==> config.mk <==
export PLATFORM = sky130hd
export DESIGN_NAME = ex_cond_stage
export DESIGN_NICKNAME = d
export VERILOG_FILES = /design/src/rtl/cpu_pkg.sv /design/src/rtl/ex_cond_stage_cond_check.sv /design/src/rtl/ex_cond_stage.sv
export SDC_FILE = /design/constraint.sdc
export NUM_CORES = 1
export LEC_CHECK = 0
export ABC_AREA = 1
export CAP_MARGIN = 20
export CORE_UTILIZATION = 30
export DETAILED_ROUTE_END_ITERATION = 6
export GPL_TIMING_DRIVEN = 0
export HOLD_SLACK_MARGIN = 0.15
export PLACE_DENSITY = 0.6
export SLEW_MARGIN = 0
export SYNTH_ARGS = -nofsm -noshare
export SYNTH_HDL_FRONTEND = slang
export SYNTH_SLANG_ARGS = --single-unit
==> constraint.sdc <==
create_clock -name clk -period 4.4 [get_ports clk]
set_input_delay 0.44 -clock clk [delete_from_list [all_inputs] [get_ports clk]]
set_output_delay 0.44 -clock clk [all_outputs]
set_load 0.02 [all_outputs]
==> src/rtl/cpu_pkg.sv <==
`default_nettype none
// +--------------------------------------------------------------------+
// | cpu_pkg: shared condition codes, flag indices and ID/EX bundle.    |
// | Revision: 1.0                                                      |
// +--------------------------------------------------------------------+
package cpu_pkg;

  typedef enum logic [3:0] {
    EQ = 4'b0000,
    NE = 4'b0001,
    CS = 4'b0010,
    CC = 4'b0011,
    MI = 4'b0100,
    PL = 4'b0101,
    VS = 4'b0110,
    VC = 4'b0111,
    HI = 4'b1000,
    LS = 4'b1001,
    GE = 4'b1010,
    LT = 4'b1011,
    GT = 4'b1100,
    LE = 4'b1101,
    AL = 4'b1110,
    NV = 4'b1111
  } cond_t;

  localparam int FLAG_N = 3;
  localparam int FLAG_Z = 2;
  localparam int FLAG_C = 1;
  localparam int FLAG_V = 0;

  localparam logic [3:0] COND_AL = 4'b1110;

  typedef struct packed {
    logic [1:0] flagw;
    logic       pcs;
    logic       regw;
    logic       memw;
    logic       memtoreg;
    logic       alusrc;
    logic       blen;
    logic       branch;
    logic [3:0] aluctl;
    logic [4:0] shctl;
    logic [3:0] byteen;
    logic [3:0] cond;
  } idex_t;

  // A bubble carries no enables and an always-true condition.
  localparam idex_t IDEX_BUBBLE = '{
    flagw:    2'b00,
    pcs:      1'b0,
    regw:     1'b0,
    memw:     1'b0,
    memtoreg: 1'b0,
    alusrc:   1'b0,
    blen:     1'b0,
    branch:   1'b0,
    aluctl:   4'h0,
    shctl:    5'h00,
    byteen:   4'h0,
    cond:     COND_AL
  };

endpackage
`default_nettype wire

==> src/rtl/ex_cond_stage_cond_check.sv <==
`default_nettype none
// +--------------------------------------------------------------------+
// | cond_check: combinational ARM condition evaluation against NZCV.   |
// | Revision: 1.0                                                      |
// +--------------------------------------------------------------------+
module cond_check
  import cpu_pkg::*;
(
  input  logic [3:0] Cond,
  input  logic [3:0] Flags,
  output logic       CondEx
);

  logic w_n;
  logic w_z;
  logic w_c;
  logic w_v;
  logic w_ge;

  assign w_n  = Flags[FLAG_N];
  assign w_z  = Flags[FLAG_Z];
  assign w_c  = Flags[FLAG_C];
  assign w_v  = Flags[FLAG_V];
  assign w_ge = (w_n == w_v);

  always_comb begin
    CondEx = 1'b0;
    case (cond_t'(Cond))
      EQ:      CondEx = w_z;
      NE:      CondEx = ~w_z;
      CS:      CondEx = w_c;
      CC:      CondEx = ~w_c;
      MI:      CondEx = w_n;
      PL:      CondEx = ~w_n;
      VS:      CondEx = w_v;
      VC:      CondEx = ~w_v;
      HI:      CondEx = w_c & ~w_z;
      LS:      CondEx = ~w_c | w_z;
      GE:      CondEx = w_ge;
      LT:      CondEx = ~w_ge;
      GT:      CondEx = ~w_z & w_ge;
      LE:      CondEx = w_z | ~w_ge;
      AL:      CondEx = 1'b1;
      default: CondEx = 1'b0;  // 1111 is never-execute
    endcase
  end

endmodule
`default_nettype wire

==> src/rtl/ex_cond_stage.sv <==
`default_nettype none
// +--------------------------------------------------------------------+
// | ex_cond_stage: ID/EX register, NZCV flag register, condition gating|
// | Revision: 1.0                                                      |
// +--------------------------------------------------------------------+
module ex_cond_stage
  import cpu_pkg::*;
(
  input  logic       clk,
  input  logic       reset_n,
  input  logic [1:0] FlagWD,
  input  logic       PCSD,
  input  logic       RegWD,
  input  logic       MemWD,
  input  logic       MemtoRegD,
  input  logic       ALUSrcD,
  input  logic       BranchLinkEnD,
  input  logic       BranchD,
  input  logic [3:0] ALUControlD,
  input  logic [4:0] SHIFTControlD,
  input  logic [3:0] ByteEnD,
  input  logic [3:0] CondD,
  input  logic [3:0] ALUFlagsE,
  input  logic       StallE,
  input  logic       FlushE,
  output logic       PCSrcE,
  output logic       RegWriteE,
  output logic       MemWriteE,
  output logic       BranchTakenE,
  output logic       BranchLinkE,
  output logic       MemtoRegE,
  output logic       ALUSrcE,
  output logic [3:0] ALUControlE,
  output logic [4:0] SHIFTControlE,
  output logic [3:0] ByteEnE,
  output logic       CondExE,
  output logic [3:0] FlagsE
);

  idex_t      r_idex;
  idex_t      w_idex_d;
  logic [3:0] r_flags;
  logic       w_condex;
  logic [1:0] w_flag_we;

  assign w_idex_d = '{
    flagw:    FlagWD,
    pcs:      PCSD,
    regw:     RegWD,
    memw:     MemWD,
    memtoreg: MemtoRegD,
    alusrc:   ALUSrcD,
    blen:     BranchLinkEnD,
    branch:   BranchD,
    aluctl:   ALUControlD,
    shctl:    SHIFTControlD,
    byteen:   ByteEnD,
    cond:     CondD
  };

  // Flush wins over stall so a squashed instruction cannot linger in EX.
  always_ff @(posedge clk or negedge reset_n) begin
    if (!reset_n) begin
      r_idex <= IDEX_BUBBLE;
    end else if (FlushE) begin
      r_idex <= IDEX_BUBBLE;
    end else if (!StallE) begin
      r_idex <= w_idex_d;
    end
  end

  cond_check u_cond_check (
    .Cond   (r_idex.cond),
    .Flags  (r_flags),
    .CondEx (w_condex)
  );

  // A stalled instruction stays in EX, so its flag write is held off.
  assign w_flag_we = r_idex.flagw & {2{w_condex & ~StallE}};

  always_ff @(posedge clk or negedge reset_n) begin
    if (!reset_n) begin
      r_flags <= 4'b0000;
    end else begin
      if (w_flag_we[1]) begin
        r_flags[FLAG_N:FLAG_Z] <= ALUFlagsE[FLAG_N:FLAG_Z];
      end
      if (w_flag_we[0]) begin
        r_flags[FLAG_C:FLAG_V] <= ALUFlagsE[FLAG_C:FLAG_V];
      end
    end
  end

  assign PCSrcE        = r_idex.pcs    & w_condex;
  assign RegWriteE     = r_idex.regw   & w_condex;
  assign MemWriteE     = r_idex.memw   & w_condex;
  assign BranchTakenE  = r_idex.branch & w_condex;
  assign BranchLinkE   = r_idex.blen   & w_condex;
  assign MemtoRegE     = r_idex.memtoreg;
  assign ALUSrcE       = r_idex.alusrc;
  assign ALUControlE   = r_idex.aluctl;
  assign SHIFTControlE = r_idex.shctl;
  assign ByteEnE       = r_idex.byteen;
  assign CondExE       = w_condex;
  assign FlagsE        = r_flags;

endmodule
`default_nettype wire

==> results of run 1 <==
## metal layers
| metal | wire (microns) | track usage (%) |
|---|---|---|
| met4 | 48 | 5.23 |
| met1 | 1610 | 19.7 |
| met5 | 0 | 0 |
| met3 | 315 | 7.17 |
| met2 | 1550 | 22.4 |
## cell usage after synthesis
master	n	area share (%)
a21oi_1	8	2.7
a22o_1	17	10
buf_4	13	6.7
clkbuf_1	4	1.0
dfrtp_1	27	46
dfstp_2	3	5.4
inv_1	11	2.8
inv_2	5	1.3
nand2_1	34	8.7
nand2_2	2	0.86
nand2_4	1	0.77
nand3_1	7	2.4
nand3_2	2	1.4
nand4_1	5	2.1
nor2_1	10	2.6
nor2_4	1	0.77
nor3_1	1	0.34
o21ai_1	7	2.4
o21ai_2	1	0.60
o22a_2	1	0.68
## power breakdown
group | switching, mW | internal, mW
sequential | 0.0323 | 0.305
combinational | 0.136 | 0.125
clock | 0.0998 | 0.126
## kinds of logic (layout without fill, tap and decap cells)
kind of cell           Yosys count  in the layout  synth area share [%]
flip-flops                      30             30                  51.6
AND/OR/NAND/NOR                 63             63                  19.9
buffers and inverters           33            100                  11.8
AO/OA/AOI/OAI                   34             34                  16.6
## sequential cells by signal (all words and copies together), names as in the netlist
| register | flops |
|---|---|
| ByteEnE | 4 |
| ALUControlE | 4 |
| MemtoRegE | 1 |
| SHIFTControlE | 5 |
| ALUSrcE | 1 |
| FlagsE | 4 |
| r_idex | 11 |
## critical path, stage by stage, from the launching register on
cell	delay, ns
dfstp_2	0.60
nand2_2	0.07
a21oi_1	0.12
o21ai_1	0.10
o21ai_2	0.34
nand2_4	0.13
clkdlybuf4s50_1	0.56
## per-stage QoR
stage	setup WS (ns)	cell area, sq um
4_1_cts	1.73	2230
3_3_place_gp	2.05	2110
5_1_grt	1.64	2230
2_1_floorplan	2.55	1460
3_5_place_dp	2.05	2140
6_report	1.77	2230
## final timing paths
check,start,end,slack (ns)
worst min-delay path,ALUControlE[0],ALUControlE[0],0.50
worst max register to register,r_idex[2],FlagsE[1],2.78
min in group asynchronous,reset_n,SHIFTControlE[2],0.59
worst max-delay path,r_idex[2],CondExE,1.77
worst min register to register,ALUControlE[0],ALUControlE[0],0.50
max in group asynchronous,reset_n,r_idex[2],3.20
## area by class of cell
cell class,count,area [sq um]
Buffer,17,113
Sequential cell,30,754
Tap cell,54,67.6
Clock buffer,7,86.3
Multi-Input combinational cell,97,534
Inverter,16,60.1
Clock inverter,1,5.00
Timing Repair Buffer,59,608
Fill cell,452,2460
==> summary.txt, run 1 <==
Flow run
  • Max Cap Violations: 0

STA
  • Worst Tran Pin Value: 0.720 ns
  • Setup_tns: 0 ns
  • Post-route clock period utilization: 59.9%
  • Fin crit period: 2.63 ns
  • Max-slew headroom: 51.9%
  • Hold slack: 0.500 ns
  • # setup viols final: 0
  • Final Max Tran Viols: 0
  • Fmax: 380 MHz
  • Clk_skew: 0.00125 ns
  • RSZ-0062 raised after global routing: false
  • Endpoints failing hold: 0

Drt
  • DRC errors left: 0
  • Routed WL: 3.52 mm
  • Post-DR vias/cell: 4.63
  • Vias: 1,302
  • DRT iter0 DRCs: 39
  • DRT antenna net count: 0
  • First drt pass iteration count: 4
  • Wire per inst: 12.5 microns

Worst setup path
  • Worst EP arrival: 2.19 ns
  • Crit. End Element: output port
  • Worst Path Max Fanout: 7
  • Critical Path RT: 3.96 ns
  • Worst setup SP type: flop
  • Length in cells of the worst reg-to-reg path: 7
  • Critical path class: flop to output port

Die
  • Rows: 25
  • Core Region: 4690 sq um
  • Io pins: 59
  • Die Y: 71.8 microns
  • Horiz. Die Dim: 71.8 microns
  • DIE AREA: 5150 sq um
  • Starting Density: 31.1%

Final layout
  • NumNets Final: 260
  • Final Util: 47.5%
  • Diode count: 0
  • Synth-to-layout area growth: 52.5%
  • Share of cells above drive strength 1: 16.3%
  • Commonest non-fill, non-tap cells in the layout: clkdlybuf4s50_1, nand2_1, dfrtp_1, a22o_1, buf_4
  • Commonest non-fill, non-tap cell in the layout: clkdlybuf4s50_1
  • Non-filler cells, final: 281

Global routing
  • Global route overflow: 0
  • First-pass GRT wire length: 5.93 mm
  • Vias in the first global route: 1,287
  • Largest net degree at the start of global routing: 18
  • Total track usage: 15.2%
  • Initial antenna violation count: 0

Synth
  • Synth unique cells: 20
  • Mapped Nets: 194
  • Seq cells post-synth: 30
  • Avg Synthesized Cell Area: 9.13 sq um
  • Synth Warn #: 0
  • Post-Synthesis Cells: 160
  • Sequential area share after synthesis: 51.6%
  • Post-Syn Area: 1460 sq um

Clock network
  • Clock sink count: 30
  • Worst-Skew Late Latency: 0.28 ns
  • CTS Buffer Depth: 2
  • Number of buffers created by CTS: 5
  • Post-CTS sizing: 0
  • Clock root cell: clkbuf_8
  • Hold bufs inserted after CTS: 0
  • CTS tree: built
  • CTS clk-pin slew, worst paths: 0.06 ns
  • Setup repair bufs after CTS: 0
  • H-tree depth: 2

Place
  • Post-detail-place hpwl: 2.64 mm
  • Inst Count DP: 273
  • Final RePlAce weighted congestion: 0.745
  • IO buf count: 58

Pwr
  • Maximum vdd drop: 0.184 mV
  • Pwr Total: 0.824 mW
  • Leakage power: 1.03 nW
  • Cell Pwr Density: 370 nW/um^2

Hold path
  • Hold Crit Depth: 1
  • Min-delay worst type: flop to flop

Run status
  • Status: finished clean
Power figures use the tool's default switching activity.
==> run 2, diff against run 1 <==
--- a/config.mk
+++ b/config.mk
@@ -11,7 +11,7 @@
 export DETAILED_ROUTE_END_ITERATION = 6
 export GPL_TIMING_DRIVEN = 0
 export HOLD_SLACK_MARGIN = 0.15
-export PLACE_DENSITY = 0.6
+export PLACE_DENSITY = 0.62
 export SLEW_MARGIN = 0
 export SYNTH_ARGS = -nofsm -noshare
 export SYNTH_HDL_FRONTEND = slang
==> constraint.sdc (replaced) <==
create_clock -name clk -period 2.35 [get_ports clk]
set_input_delay 0.235 -clock clk [delete_from_list [all_inputs] [get_ports clk]]
set_output_delay 0.235 -clock clk [all_outputs]
set_load 0.02 [all_outputs]
==> run 2 against run 1 <==
Compared with the run above: non-clock buffer count is the same; die area is the same; power grew 88%; critical path depth grew 1; worst setup slack lost 1.6 ns; worst hold slack lost 0.073 ns; clock skew grew 0.0057 ns; sequential power grew 87%; combinational power grew 89%; largest power group unchanged.
==> summary.txt, run 2 (synthesis results as in run 1) <==
Run status
  • Status: finished clean

Drt
  • DRT antenna net count: 0 (unchanged)
  • Vias: 1,307 (+0.38%)
  • First drt pass iteration count: 2 (-2)
  • Routed WL: 3.49 mm (-1.1%)
  • DRT iter0 DRCs: 71 (+82%)
  • DRC errors left: 0 (unchanged)
  • Wire per inst: 12.4 microns (-1.1%)
  • Post-DR vias/cell: 4.65 (+0.38%)

Global routing
  • GR Util met2: 22.6% (+0.21 points)
  • GR peak layer: met2
  • Largest net degree at the start of global routing: 17 (-1)
  • Initial antenna violation count: 0 (unchanged)
  • Met1 GRT Util: 18.0% (-1.8 points)
  • Vias in the first global route: 1,247 (-3.1%)
  • Total track usage: 14.8% (-0.40 points)
  • Met3 Track Usage GR: 7.31% (+0.14 points)
  • First-pass GRT wire length: 5.70 mm (-4.0%)
  • Global route overflow: 0 (unchanged)

Final layout
  • Share of cells above drive strength 1: 16.3% (unchanged)
  • Commonest non-fill, non-tap cell in the layout: clkdlybuf4s50_1
  • Largest reg by FF count: r_idex
  • Commonest non-fill, non-tap cells in the layout: clkdlybuf4s50_1, nand2_1, dfrtp_1, a22o_1, buf_4
  • NumNets Final: 260 (unchanged)
  • Diode count: 0 (unchanged)
  • Final Util: 47.5% (+0.053 points)
  • # fillers: 461 (+2.0%)
  • Non-filler cells, final: 281 (unchanged)
  • Register area: 754 sq um (unchanged)
  • Area of the multi-input gates: 546 sq um (+2.1%)
  • Synth-to-layout area growth: 52.7%
  • Max reg flops: 11 (unchanged)

Clock network
  • Number of buffers created by CTS: 5 (unchanged)
  • H-tree depth: 2 (unchanged)
  • CTS clk-pin slew, worst paths: 0.07 ns (about the same)
  • CTS tree: built
  • Worst-Skew Late Latency: 0.28 ns (about the same)
  • Clock root cell: clkbuf_8
  • CTS Buffer Depth: 2 (unchanged)
  • Setup repair bufs after CTS: 0 (unchanged)
  • Clock sink count: 30 (unchanged)

Die
  • Die Y: 71.8 microns (unchanged)
  • Io pins: 59 (unchanged)
  • Core Region: 4690 sq um (unchanged)
  • Horiz. Die Dim: 71.8 microns (unchanged)
  • Rows: 25 (unchanged)
  • Starting Density: 31.1% (unchanged)
  • DIE AREA: 5150 sq um (unchanged)

Worst setup path
  • Crit. End Element: output port
  • Crit path to: RegWriteE
  • Launch point of the worst reg-to-reg path: r_idex[2]
  • Worst Path Max Fanout: 7 (unchanged)
  • Reg2Reg Setup Slack: 0.78 ns (-2.00 ns)
  • Critical path class: flop to output port
  • Critical Path RT: 2.12 ns (-1.84 ns)
  • Length in cells of the worst reg-to-reg path: 9 (+2)
  • Worst setup SP type: flop
  • Crit Reg-Reg Endpoint: FlagsE[3]
  • Worst EP arrival: 1.95 ns (-0.24 ns)
  • CP Launch Point: r_idex[2]

STA
  • Worst Tran Pin Value: 0.830 ns (+0.111 ns)
  • Fmax: 458 MHz
  • Fin crit period: 2.18 ns
  • Clk_skew: 0.00696 ns (+0.00571 ns)
  • # setup viols final: 0 (unchanged)
  • Post-route clock period utilization: 92.9%
  • Setup_tns: 0 ns (unchanged)
  • RSZ-0062 raised after global routing: false
  • Endpoints failing hold: 0 (unchanged)
  • Max-slew headroom: 44.5% (-7.4 points)
  • Final Max Tran Viols: 0 (unchanged)

Pwr
  • Maximum vdd drop: 0.388 mV (+110%)
  • Cell Pwr Density: 694 nW/um^2 (+88%)
  • Pwr Total: 1.55 mW (+88%)
  • Leakage power: 1.05 nW (+1.9%)

Hold path
  • Min-delay worst type: input port to async pin

Place
  • IO buf count: 58 (unchanged)
  • Post-detail-place hpwl: 2.59 mm (-2.0%)
  • Inst Count DP: 273 (unchanged)
  • Final RePlAce weighted congestion: 0.803 (+7.7%)

Flow run
  • Max Cap Violations: 0 (unchanged)
[run 2: repair_timing]
| action | 4_1_cts | 5_1_grt |
|---|---|---|
| hold buffers | 0 | 0 |
| gates resized for setup | 7 | 1 |
| pin swaps | 0 | 0 |
| setup endpoints to repair | 6 | 1 |
[run 2: power by group]
group          switching, mW  internal (mW)
registers             0.0607          0.570
logic                  0.262          0.232
clock network          0.186          0.238
[run 2: how the worst min path moves through the flow]
stage                       end  slack [ns]  startpoint  cells past startpoint
2_1_floorplan    ALUControlE[0]       -0.06     reset_n                      0
3_3_place_gp          MemtoRegE        0.48   MemtoRegE                      1
3_5_place_dp         ByteEnE[3]        0.48  ByteEnE[3]                      1
4_1_cts        SHIFTControlE[3]        0.45     reset_n                      1
5_1_grt        SHIFTControlE[3]        0.48     reset_n                      1
6_report       SHIFTControlE[3]        0.43     reset_n                      1
[run 2: layout make-up]
cell class	instances	share of cell area, %
buffer	17	5.05
multi-input combinational	97	24.5
inverter	16	2.69
tap	54	3.03
sequential	30	33.8
timing repair buffer	59	26.9
clock buffer	8	4.04
[run 2: through the flow]
stage / worst slack (ns) / hold WS (ns) / instance area [sq um]
floorplan: 0.705 / -0.0606 / 1460
global placement: 0.214 / 0.484 / 2110
finish: 0.167 / 0.428 / 2230
detailed placement: 0.222 / 0.484 / 2140
global route: 0.0448 / 0.476 / 2230
CTS: 0.135 / 0.445 / 2230
[run 2: layer usage]
layer | share of wire (%) | routed length, microns | vias up
li1 | - | - | 657
met1 | 46 | 1610 | 601
met2 | 42 | 1470 | 42
met3 | 9.7 | 338 | 7
met4 | 1.7 | 59 | 0
met5 | 0 | 0 | -
[run 2: critical path, cell delays in order, from the launching register on]
cell and delay [ns]:
dfstp_2 0.60, nand2_2 0.07, a21oi_1 0.16, o21ai_2 0.10, nand2_1 0.11, o21ai_4 0.10
a21oi_1 0.17, dlygate4sd2_1 0.35
==> patch: new RTL, settings of run 2 <==
Make the reset (`reset_n`) synchronous in 2 clocked blocks.
--- a/src/rtl/ex_cond_stage.sv
+++ b/src/rtl/ex_cond_stage.sv
@@ -59,7 +59,7 @@
   };
 
   // Flush wins over stall so a squashed instruction cannot linger in EX.
-  always_ff @(posedge clk or negedge reset_n) begin
+  always_ff @(posedge clk) begin
     if (!reset_n) begin
       r_idex <= IDEX_BUBBLE;
     end else if (FlushE) begin
@@ -78,7 +78,7 @@
   // A stalled instruction stays in EX, so its flag write is held off.
   assign w_flag_we = r_idex.flagw & {2{w_condex & ~StallE}};
 
-  always_ff @(posedge clk or negedge reset_n) begin
+  always_ff @(posedge clk) begin
     if (!reset_n) begin
       r_flags <= 4'b0000;
     end else begin
Formal check against the unedited RTL: differs if reset_n is asserted again (counterexample within 4 cycles, from zero or initial values and one cycle with reset_n low); with reset_n held inactive, the same outputs for 10 cycles.
==> patch against run 2 <==
- routed wire length grew 2.5%
- sequential cell count stayed put
- final area increased by 0.56%
- synthesized area is 1.0% higher
- core utilization is 0.050 points lower
- setup slack better by 0.10 ns
- hold slack worse by 0.095 ns
- register-to-register slack improved by 0.02 ns
- first-iteration DRC count down 27%
- largest cell class is now buffers
Power is not compared: it rests on default switching activity, and its combinational part moved more than twofold at a synthesized area within 25%.
==> patch: results (changes against run 2) <==
Parameter                              Value

Drt
  Vias per inst    4.25 (was 4.65)
  TritonRoute pass-1 iters    4 (was 2)
  Initial DRC Count    52 (was 71)
  Routed met1 length    1630 um (was 1610 um)
  Met2 WL post-DR    1750 um (was 1470 um)

Global route
  Vias in the first global route    1404 (was 1247)
  Routing usage on met1    18.5% (was 18.0%)
  Wire length of the first global-routing pass    6130 um (was 5700 um)
  Fraction of met2 tracks used by global routing    25.3% (was 22.6%)
  Maximum number of pins on one net before global-route repair    11 (was 17)
  GRT Total Usage    15.0% (was 14.8%)
  Met3 GRT Util    5.28% (was 7.31%)

Setup path
  Highest cell delay on the worst timing path    0.44 ns (was 0.60 ns)
  Capture point of the worst reg-to-reg path    FlagsE[1]$_SDFFE_PN0P_ (was FlagsE[3]$_DFFE_PN0P_)
  Kind of cell with the highest combined delay on the critical path    simple AND/OR/NAND/NOR gates (was flip-flops)
  Maximum fanout along the worst path    6 (was 7)
  Register-to-Register Path Depth    11 (was 9)
  Worst EP arrival    1.85 ns (was 1.95 ns)
  Reg-to-reg critical path startpoint    FlagsE[3]$_SDFFE_PN0P_ (was r_idex[2]$_DFFE_PN1P_)
  Register-to-register path setup slack    0.80 ns (was 0.78 ns)
  Worst-path cell with the longest stage delay    sky130_fd_sc_hd__dfxtp_1 (was sky130_fd_sc_hd__dfstp_2)

Synthesis
  Largest cells by area after synthesis    sky130_fd_sc_hd__dfxtp_1 (41%), sky130_fd_sc_hd__nand2_1 (20%), sky130_fd_sc_hd__a21oi_1 (7.8%) (was sky130_fd_sc_hd__dfrtp_1 (46%), sky130_fd_sc_hd__a22o_1 (10%), sky130_fd_sc_hd__nand2_1 (8.7%))
  Number of nets in the synthesized netlist    249 (was 194)
  Proportion of register bits with asynchronous set or reset after synthesis    0% (was 100%)
  Library cells used by synthesis    23 (was 20)
  Register area share after synthesis    40.7% (was 51.6%)
  Gate Count Post-Synth    215 (was 160)

Cells and area
  Share of the final layout cell area in sequential cells    26.8% (was 33.8%)
  Proportion of cell area occupied by multi-input gates    29.7% (was 24.5%)
  Layout clock area frac    4.74% (was 4.04%)
  Number of clock-tree buffers in the layout    7 (was 8)
  Number of non-clock buffers in the layout    78 (was 76)
  Final net count    313 (was 260)
  Ratio of cells with drive above 1 in the final layout    12.9% (was 16.3%)
  Number of multi-input combinational cells in the layout    142 (was 97)
  Signal inverters    22 (was 16)
  Final design area excluding fillers    0.00224 mm^2 (was 0.00223 mm^2)

Outcome
  Status    finished, final reports clean (unchanged)

Min path
  Worst min-delay path class    input pin to flip-flop (was input pin to asynchronous set/reset pin)

Placed design
  Detailed placement HPWL    2690 um (was 2590 um)
  Cell area reported after detailed placement    0.00213 mm^2 (was 0.00214 mm^2)
  Final estimated routing congestion in global placement    0.762 (was 0.803)
  Placed insts    339 (was 273)
  Pre-CTS WS    0.305 ns (was 0.222 ns)
  Port Buffer Count    57 (was 58)

Timing
  Hold WS    0.332 ns (was 0.428 ns)
  Slew of the pin with the lowest slew margin    0.464 ns (was 0.830 ns)
  Final Skew    0.00622 ns (was 0.00696 ns)

Clocking
  Count of cells resized by post-cts repair    3 (was 7)
==> patch: changes by cell type in the layout (fill, tap and decap cells not counted), moves of 5 or more <==
cell,delta
sky130_fd_sc_hd__a21boi_0,+5
sky130_fd_sc_hd__dfrtp_1,-27
sky130_fd_sc_hd__nor2_2,+5
sky130_fd_sc_hd__dfxtp_1,+30
sky130_fd_sc_hd__inv_1,+7
sky130_fd_sc_hd__a22o_1,-17
sky130_fd_sc_hd__a21oi_1,+15
sky130_fd_sc_hd__o21ai_1,-5
sky130_fd_sc_hd__nand2_1,+43
==> patch: worst max-delay path by stage <==
| stage | start | slack, ns | end | cells past startpoint |
|---|---|---|---|---|
| floorplan | FlagsE[3]$_SDFFE_PN0P_ | 0.63 | BranchLinkE | 8 |
| global placement | FlagsE[3]$_SDFFE_PN0P_ | 0.31 | BranchLinkE | 9 |
| detailed placement | FlagsE[3]$_SDFFE_PN0P_ | 0.31 | BranchLinkE | 9 |
| CTS | r_idex[1]$_SDFFE_PP1N_ | 0.02 | PCSrcE | 9 |
| global route | FlagsE[3]$_SDFFE_PN0P_ | 0.11 | MemWriteE | 8 |
| finish | FlagsE[3]$_SDFFE_PN0P_ | 0.27 | MemWriteE | 8 |
==> patch: kinds of logic after synthesis <==
logic type      synth area share, %
simple gates                   31.9
buf+inv                        14.3
compound gates                 13.1
flops                          40.7
==> patch: power by group through the flow <==
stage / sequential (mW) / combinational, mW / clock, mW
final: 0.537 / 0.204 / 0.500
after global routing: 0.540 / 0.227 / 0.546
after CTS: 0.537 / 0.209 / 0.516
after detailed placement: 0.548 / 0.208 / 0
after global placement: 0.548 / 0.208 / 0
after floorplan: 0.549 / 0.104 / 0
